===== config.mk =====
export PLATFORM = sky130hd
export DESIGN_NAME = alarm_mode_controller
export DESIGN_NICKNAME = d
export VERILOG_FILES = /design/src/rtl/alarm_mode_controller_pkg.sv /design/src/rtl/bcd_digit_step.sv /design/src/rtl/alarm_mode_controller.sv
export SDC_FILE = /design/constraint.sdc
export NUM_CORES = 1
export LEC_CHECK = 0
export CORE_MARGIN = 2
export CORE_UTILIZATION = 50
export CTS_CLUSTER_DIAMETER = 100
export CTS_CLUSTER_SIZE = 25
export DETAILED_ROUTE_END_ITERATION = 10
export GPL_TIMING_DRIVEN = 1
export PLACE_DENSITY_LB_ADDON = 0.1
export SLEW_MARGIN = 0
export SYNTH_ARGS = -nofsm -noshare
export SYNTH_HDL_FRONTEND = slang
export SYNTH_SLANG_ARGS = --single-unit

===== constraint.sdc =====
create_clock -name i_clk -period 3 [get_ports i_clk]
set_input_delay 0.3 -clock i_clk [delete_from_list [all_inputs] [get_ports i_clk]]
set_output_delay 0.3 -clock i_clk [all_outputs]
set_load 0.01 [all_outputs]

===== src/rtl/alarm_mode_controller_pkg.sv =====
// Shared encodings for the MM:SS alarm mode controller: mode values, digit limits,
// cursor digit indices and the packed time record.
package alarm_mode_controller_pkg;

    typedef enum logic [1:0] {
        ModeClock    = 2'b00,
        ModeSetTime  = 2'b01,
        ModeSetAlarm = 2'b10,
        ModeRinging  = 2'b11
    } mode_e;

    localparam logic [3:0] UNITS_MAX = 4'd9;
    localparam logic [3:0] TENS_MAX  = 4'd5;

    localparam logic [1:0] DIG_SEC_UNITS = 2'd0;
    localparam logic [1:0] DIG_SEC_TENS  = 2'd1;
    localparam logic [1:0] DIG_MIN_UNITS = 2'd2;
    localparam logic [1:0] DIG_MIN_TENS  = 2'd3;

    typedef struct packed {
        logic [2:0] min_tens;
        logic [3:0] min_units;
        logic [2:0] sec_tens;
        logic [3:0] sec_units;
    } mmss_t;

endpackage


===== src/rtl/bcd_digit_step.sv =====
// Wrapping increment/decrement of one BCD digit within 0..max.
// No carry or borrow leaves the digit.
module bcd_digit_step (
    input  logic [3:0] i_value,
    input  logic [3:0] i_max,
    input  logic       i_inc,
    input  logic       i_dec,
    output logic [3:0] o_value
);

    always_comb begin
        o_value = i_value;
        if (i_inc) begin
            o_value = (i_value >= i_max) ? 4'd0 : i_value + 4'd1;
        end else if (i_dec) begin
            o_value = (i_value == 4'd0) ? i_max : i_value - 4'd1;
        end
    end

endmodule


===== src/rtl/alarm_mode_controller.sv =====
// Mode sequencer for the MM:SS alarm clock: time/alarm editing, counter load and
// gating, display digit/blink selection, alarm match and buzzer with timeouts.
module alarm_mode_controller
    import alarm_mode_controller_pkg::*;
#(
    parameter int unsigned TIMEOUT_TICKS = 30,
    parameter int unsigned RING_TICKS    = 60,
    parameter int unsigned TICK_W        = 6
) (
    input  logic       i_clk,
    input  logic       i_rst_n,
    input  logic       i_tick_1hz,
    input  logic       i_btn_center,
    input  logic       i_btn_left,
    input  logic       i_btn_right,
    input  logic       i_btn_up,
    input  logic       i_btn_down,
    input  logic [3:0] i_cur_sec_units,
    input  logic [2:0] i_cur_sec_tens,
    input  logic [3:0] i_cur_min_units,
    input  logic [2:0] i_cur_min_tens,
    output logic       o_count_en,
    output logic       o_load,
    output logic [3:0] o_ld_sec_units,
    output logic [2:0] o_ld_sec_tens,
    output logic [3:0] o_ld_min_units,
    output logic [2:0] o_ld_min_tens,
    output logic [3:0] o_disp_sec_units,
    output logic [2:0] o_disp_sec_tens,
    output logic [3:0] o_disp_min_units,
    output logic [2:0] o_disp_min_tens,
    output logic [3:0] o_blink_mask,
    output logic       o_alarm_armed,
    output logic       o_buzzer,
    output logic [1:0] o_mode
);

    localparam logic [TICK_W-1:0] TimeoutLast = TICK_W'(TIMEOUT_TICKS - 1);
    localparam logic [TICK_W-1:0] RingLast    = TICK_W'(RING_TICKS - 1);

    mode_e             r_mode, w_mode_d;
    logic [1:0]        r_cursor, w_cursor_d;
    mmss_t             r_edit, w_edit_d, w_edit_step;
    mmss_t             r_alarm, w_alarm_d;
    mmss_t             r_ld, w_ld_d;
    mmss_t             r_disp, w_disp_d;
    mmss_t             w_cur;
    logic [TICK_W-1:0] r_tick_cnt, w_tick_d;
    logic              r_armed, w_armed_d;
    logic              r_eq_d, w_eq, w_rise;
    logic              r_load, w_load_d;
    logic              r_count_en, r_buzzer;
    logic [3:0]        r_blink, w_blink_d;
    logic              w_center, w_left, w_right, w_up, w_down, w_any, w_set_d;
    logic [3:0]        w_sel, w_sel_max, w_step;

    assign w_cur = '{min_tens: i_cur_min_tens, min_units: i_cur_min_units,
                     sec_tens: i_cur_sec_tens, sec_units: i_cur_sec_units};

    // Fixed priority: only the highest-ranked coincident button is acted on.
    assign w_center = i_btn_center;
    assign w_left   = i_btn_left  & ~i_btn_center;
    assign w_right  = i_btn_right & ~(i_btn_center | i_btn_left);
    assign w_up     = i_btn_up    & ~(i_btn_center | i_btn_left | i_btn_right);
    assign w_down   = i_btn_down  & ~(i_btn_center | i_btn_left | i_btn_right | i_btn_up);
    assign w_any    = w_center | w_left | w_right | w_up | w_down;

    assign w_eq   = (w_cur == r_alarm);
    assign w_rise = w_eq & ~r_eq_d;

    always_comb begin
        w_sel = {1'b0, r_edit.sec_tens};
        unique case (r_cursor)
            DIG_SEC_UNITS: w_sel = r_edit.sec_units;
            DIG_SEC_TENS:  w_sel = {1'b0, r_edit.sec_tens};
            DIG_MIN_UNITS: w_sel = r_edit.min_units;
            DIG_MIN_TENS:  w_sel = {1'b0, r_edit.min_tens};
        endcase
    end

    assign w_sel_max = r_cursor[0] ? TENS_MAX : UNITS_MAX;

    bcd_digit_step u_step (
        .i_value (w_sel),
        .i_max   (w_sel_max),
        .i_inc   (w_up),
        .i_dec   (w_down),
        .o_value (w_step)
    );

    always_comb begin
        w_edit_step = r_edit;
        unique case (r_cursor)
            DIG_SEC_UNITS: w_edit_step.sec_units = w_step;
            DIG_SEC_TENS:  w_edit_step.sec_tens  = w_step[2:0];
            DIG_MIN_UNITS: w_edit_step.min_units = w_step;
            DIG_MIN_TENS:  w_edit_step.min_tens  = w_step[2:0];
        endcase
    end

    always_comb begin
        w_mode_d   = r_mode;
        w_cursor_d = r_cursor;
        w_edit_d   = r_edit;
        w_alarm_d  = r_alarm;
        w_armed_d  = r_armed;
        w_tick_d   = r_tick_cnt;
        w_load_d   = 1'b0;
        w_ld_d     = r_ld;
        unique case (r_mode)
            ModeClock: begin
                // Held at zero so every mode entry starts a fresh count.
                w_tick_d = '0;
                if (w_rise && r_armed) begin
                    w_mode_d = ModeRinging;
                end else if (w_center) begin
                    w_mode_d   = ModeSetTime;
                    w_edit_d   = w_cur;
                    w_cursor_d = 2'd0;
                end else if (w_right) begin
                    w_mode_d   = ModeSetAlarm;
                    w_edit_d   = r_alarm;
                    w_cursor_d = 2'd0;
                end else if (w_up) begin
                    w_armed_d = ~r_armed;
                end
            end
            ModeSetTime, ModeSetAlarm: begin
                if (w_any) begin
                    w_tick_d = '0;
                end else if (i_tick_1hz) begin
                    if (r_tick_cnt == TimeoutLast) begin
                        w_mode_d = ModeClock;
                        w_tick_d = '0;
                    end else begin
                        w_tick_d = r_tick_cnt + TICK_W'(1);
                    end
                end
                if (w_center) begin
                    w_mode_d = ModeClock;
                    if (r_mode == ModeSetTime) begin
                        w_load_d = 1'b1;
                        w_ld_d   = r_edit;
                    end else begin
                        w_alarm_d = r_edit;
                        w_armed_d = 1'b1;
                    end
                end else if (w_left) begin
                    w_cursor_d = r_cursor + 2'd1;
                end else if (w_right) begin
                    w_cursor_d = r_cursor - 2'd1;
                end else if (w_up || w_down) begin
                    w_edit_d = w_edit_step;
                end
            end
            ModeRinging: begin
                if (w_any) begin
                    w_mode_d = ModeClock;
                    w_tick_d = '0;
                end else if (i_tick_1hz) begin
                    if (r_tick_cnt == RingLast) begin
                        w_mode_d = ModeClock;
                        w_tick_d = '0;
                    end else begin
                        w_tick_d = r_tick_cnt + TICK_W'(1);
                    end
                end
            end
            default: w_mode_d = ModeClock;
        endcase
    end

    assign w_set_d   = (w_mode_d == ModeSetTime) || (w_mode_d == ModeSetAlarm);
    assign w_blink_d = w_set_d ? (4'b0001 << w_cursor_d) : 4'b0000;
    assign w_disp_d  = w_set_d ? w_edit_d : w_cur;

    always_ff @(posedge i_clk or negedge i_rst_n) begin
        if (!i_rst_n) begin
            r_mode     <= ModeClock;
            r_cursor   <= 2'd0;
            r_edit     <= '0;
            r_alarm    <= '0;
            r_ld       <= '0;
            r_disp     <= '0;
            r_tick_cnt <= '0;
            r_armed    <= 1'b0;
            r_eq_d     <= 1'b0;
            r_load     <= 1'b0;
            r_count_en <= 1'b1;
            r_buzzer   <= 1'b0;
            r_blink    <= 4'b0000;
        end else begin
            r_mode     <= w_mode_d;
            r_cursor   <= w_cursor_d;
            r_edit     <= w_edit_d;
            r_alarm    <= w_alarm_d;
            r_ld       <= w_ld_d;
            r_disp     <= w_disp_d;
            r_tick_cnt <= w_tick_d;
            r_armed    <= w_armed_d;
            r_eq_d     <= w_eq;
            r_load     <= w_load_d;
            r_count_en <= (w_mode_d != ModeSetTime);
            r_buzzer   <= (w_mode_d == ModeRinging);
            r_blink    <= w_blink_d;
        end
    end

    assign o_mode           = r_mode;
    assign o_count_en       = r_count_en;
    assign o_load           = r_load;
    assign o_buzzer         = r_buzzer;
    assign o_alarm_armed    = r_armed;
    assign o_blink_mask     = r_blink;
    assign o_ld_sec_units   = r_ld.sec_units;
    assign o_ld_sec_tens    = r_ld.sec_tens;
    assign o_ld_min_units   = r_ld.min_units;
    assign o_ld_min_tens    = r_ld.min_tens;
    assign o_disp_sec_units = r_disp.sec_units;
    assign o_disp_sec_tens  = r_disp.sec_tens;
    assign o_disp_min_units = r_disp.min_units;
    assign o_disp_min_tens  = r_disp.min_tens;

endmodule

==> metrics.md <==
| Metric | Value |
|---|---|
| Element type at the critical path end | `flip-flop` |
| Number of remaining DRC errors | `0` |
| Worst Tran Pin Value | `0.954 ns` |
| Total GRT Usage | `29.2%` |
| Post-DP HPWL | `10.1 mm` |
| Clk_lat worst skew | `0.36 ns` |
| Area Overhead vs Synth | `30.3%` |
| Peak Freq | `339 MHz` |
| Slew Limit Fails | `0` |
| Clock transition at the registers of the reported paths | `0.08 ns` |
| First-pass GRT wire length | `22.6 mm` |
| Grt ovf | `0` |
| Sum Neg Setup Slack | `0 ns` |
| Maximum VDD drop | `0.000724 V` |
| CTS root buf | `clkbuf_8` |
| Final Util | `66.2%` |
| Register area | `1880 um^2` |
| Synth warnings | `0` |
| Gate Count Post-Synth | `474` |
| Port buffer count | `59` |
| Status | `finished, final reports clean` |
| Final WS setup | `0.0537 ns` |
| Core Area | `9060 um^2` |
| Met1 GRT Util | `38.1%` |
| Post-Syn Area per Cell | `9.71 um^2` |
| Final min period | `2.95 ns` |
| Grt met2 use | `48.0%` |
| R2R depth | `13` |
| Pwr dens | `1050 nW/um^2` |
| Leak Pwr | `2.52 nW` |
| Via count | `4,369` |
| Fin nets | `619` |
| Synthesized flop and latch total | `75` |
| Vias/cell | `6.29` |
| M3 GR Usage | `6.06%` |
| EDFF count, synth | `0` |
| CTS buffer count | `9` |
| Mux share of post-synthesis cell area | `6.58%` |
| Initial Util | `50.8%` |
| Row count | `35` |
| Violation count after the first detailed-route iteration | `247` |
| Complex-gate fraction of the synthesized area | `25.1%` |
| Relative slew slack | `36.4%` |
| Post-synthesis sequential area ratio | `40.8%` |
| Most frequent cells after synthesis | `dfrtp_1, nand2_1, nor2_1` |
| Area contributors post-synth | `dfrtp_1, mux2_2, ha_1` |
| Hold Path Class | `in2async` |
| Die area | `9990 um^2` |
| Setup violators final | `0` |
| Multi-input logic area | `2670 um^2` |
| Final Hold Vio Count | `0` |
| Worst-path fanout max | `8` |
| Synth Flop Type | `dfrtp_1` |
| CP arrival | `3.19 ns` |
| Place WS | `-0.175 ns` |
| Synth unique cells | `77` |
| Fin Clk Skew | `0.0131 ns` |
| H-tree depth | `3` |
| CTS tree | `yes` |
| CP required | `3.25 ns` |
| GP Congestion | `1.06` |
| Critical path startpoint category | `flip-flop` |
| FFs w/ async S/R, synth | `100%` |
| Syn nets | `514` |
| Count leader, synth | `dfrtp_1` |
| Final period util | `98.2%` |
| Layout cells sized above 1 | `26.2%` |
| DRT antenna net count | `0` |
| Synthesized area | `4600 um^2` |
| Die width | `100 um` |
| Routed WL | `14.1 mm` |
| Fillers | `741` |
| Largest family of logic cells by synthesized area | `compound AO/OA/AOI/OAI gates` |
| Synth Area in Simple Gates | `15.8%` |
| Synth Area in Adders | `4.89%` |
| Die H | `100 um` |
| Vias in the first global route | `4,380` |
| Drt wl/cell | `20.3 um` |
| I/O pins | `60` |
| Max-Cap Viols | `0` |
| Ant. Diodes | `0` |
| Initial antenna violation count | `0` |
| Drt first pass iters | `5` |
| Cell taking the most area after synthesis | `dfrtp_1` |
| # clock sinks | `75` |
| Longest Clk Path Bufs | `2` |
| Largest net degree at the start of global routing | `76` |
| Crit Path Category | `reg2reg` |
| GR peak layer | `met2` |
| Area share of the largest cell type after synthesis | `40.2%` |
| Xor/xnor share of the synthesized area | `3.02%` |
per-stage QoR:
step                instances  total power [W]  cell area, um^2  hold slack, ns
finish                    695          0.00632             6000          0.0911
global route              695          0.00671             6000           0.173
CTS                       691          0.00615             5880           0.119
detailed placement        675          0.00530             5660           0.471
global placement          675          0.00524             5660           0.465
floorplan                 474          0.00380             4610         0.00441
layer usage:
| layer | vias to the layer above | wire length, um |
|---|---|---|
| li1 | 1994 | - |
| met1 | 2102 | 5930 |
| met2 | 222 | 6380 |
| met3 | 51 | 1140 |
| met4 | 0 | 685 |
| met5 | - | 0 |
placed cells by master (no fill, tap or decap), types with 4 or more instances in the layout:
cell type	instances
o22a_1	4
xnor2_1	14
dfrtp_1	73
o31ai_1	8
nand2b_1	4
a21oi_1	13
o22ai_1	10
a211oi_1	8
buf_4	61
o21ai_0	31
nor2_1	34
nor3_1	10
a31oi_1	18
ha_4	4
inv_1	12
nand3_1	11
ha_1	12
a22oi_2	9
clkbuf_8	9
nand2_1	44
nor2b_1	7
mux2_2	25
nand4_1	5
clkdlybuf4s50_1	58
cell families (layout without fill, tap and decap cells):
family,Yosys count,in the layout
adder cells (fa/ha/maj),18,18
multiplexers,27,27
flip-flops,75,75
XOR/XNOR,15,15
buffers and inverters,42,152
AND/OR/NAND/NOR,142,142
AO/OA/AOI/OAI,155,155
flip-flops by register name (all words and copies together), names as in the netlist, 2 cells and up:
name,flops
o_blink_mask,4
o_disp_min_tens,3
o_disp_min_units,4
o_disp_sec_tens,3
o_disp_sec_units,4
o_ld_min_tens,3
o_ld_min_units,4
o_ld_sec_tens,3
o_ld_sec_units,4
o_mode,2
r_alarm,14
r_cursor,2
r_edit,14
r_tick_cnt,6
worst paths after layout:
path	startpoint	to	slack, ns
worst min-delay path	i_rst_n	r_alarm[13]	0.09
worst max-delay path	r_cursor[1]	o_disp_sec_tens[1]	0.05
worst min register to register	o_ld_sec_units[3]	o_ld_sec_units[3]	0.49
min in group i_clk	o_ld_sec_units[3]	o_ld_sec_units[3]	0.49
max in group asynchronous	i_rst_n	r_cursor[1]	2.26
worst max register to register	r_cursor[1]	o_disp_sec_tens[1]	0.05
layout make-up:
cell class / instances / area share [%]
sequential: 75 / 31.3
clock buffer: 10 / 2.13
timing repair buffer: 120 / 17.6
clock inverter: 6 / 1.08
inverter: 16 / 1.00
multi-input combinational: 357 / 44.5
tap: 111 / 2.31
where the power goes:
part | internal, W | leakage (nW) | switching, W | total (W)
sequential | 0.00140 | 0.976 | 0.000292 | 0.00169
clock | 0.000386 | 0.0966 | 0.000407 | 0.000793
combinational | 0.00183 | 1.45 | 0.00200 | 0.00383
total | 0.00362 | 2.52 | 0.00270 | 0.00632
critical path: stages (launching register included):
cell and delay (ns):
dfrtp_2 0.47, inv_2 0.13, ha_4 0.21, a21oi_1 0.08, a22oi_2 0.26, inv_2 0.09, ha_2 0.22, nand2b_1 0.12
a31oi_4 0.11, nand3_1 0.13, o2111a_2 0.25, or3b_1 0.35, o311a_1 0.14, mux2_2 0.27
repair_timing:
item / 4_1_cts / 5_1_grt
setup buffers: 0 / 5
endpoints found under the setup margin: 14 / 20
hold buffers: 0 / 0
resized for setup: 7 / 19
hold endpoints to repair: 0 / 0
cloned: 0 / 0
pin swaps: 0 / 8
Note: power is estimated with default switching activity, not from simulation.
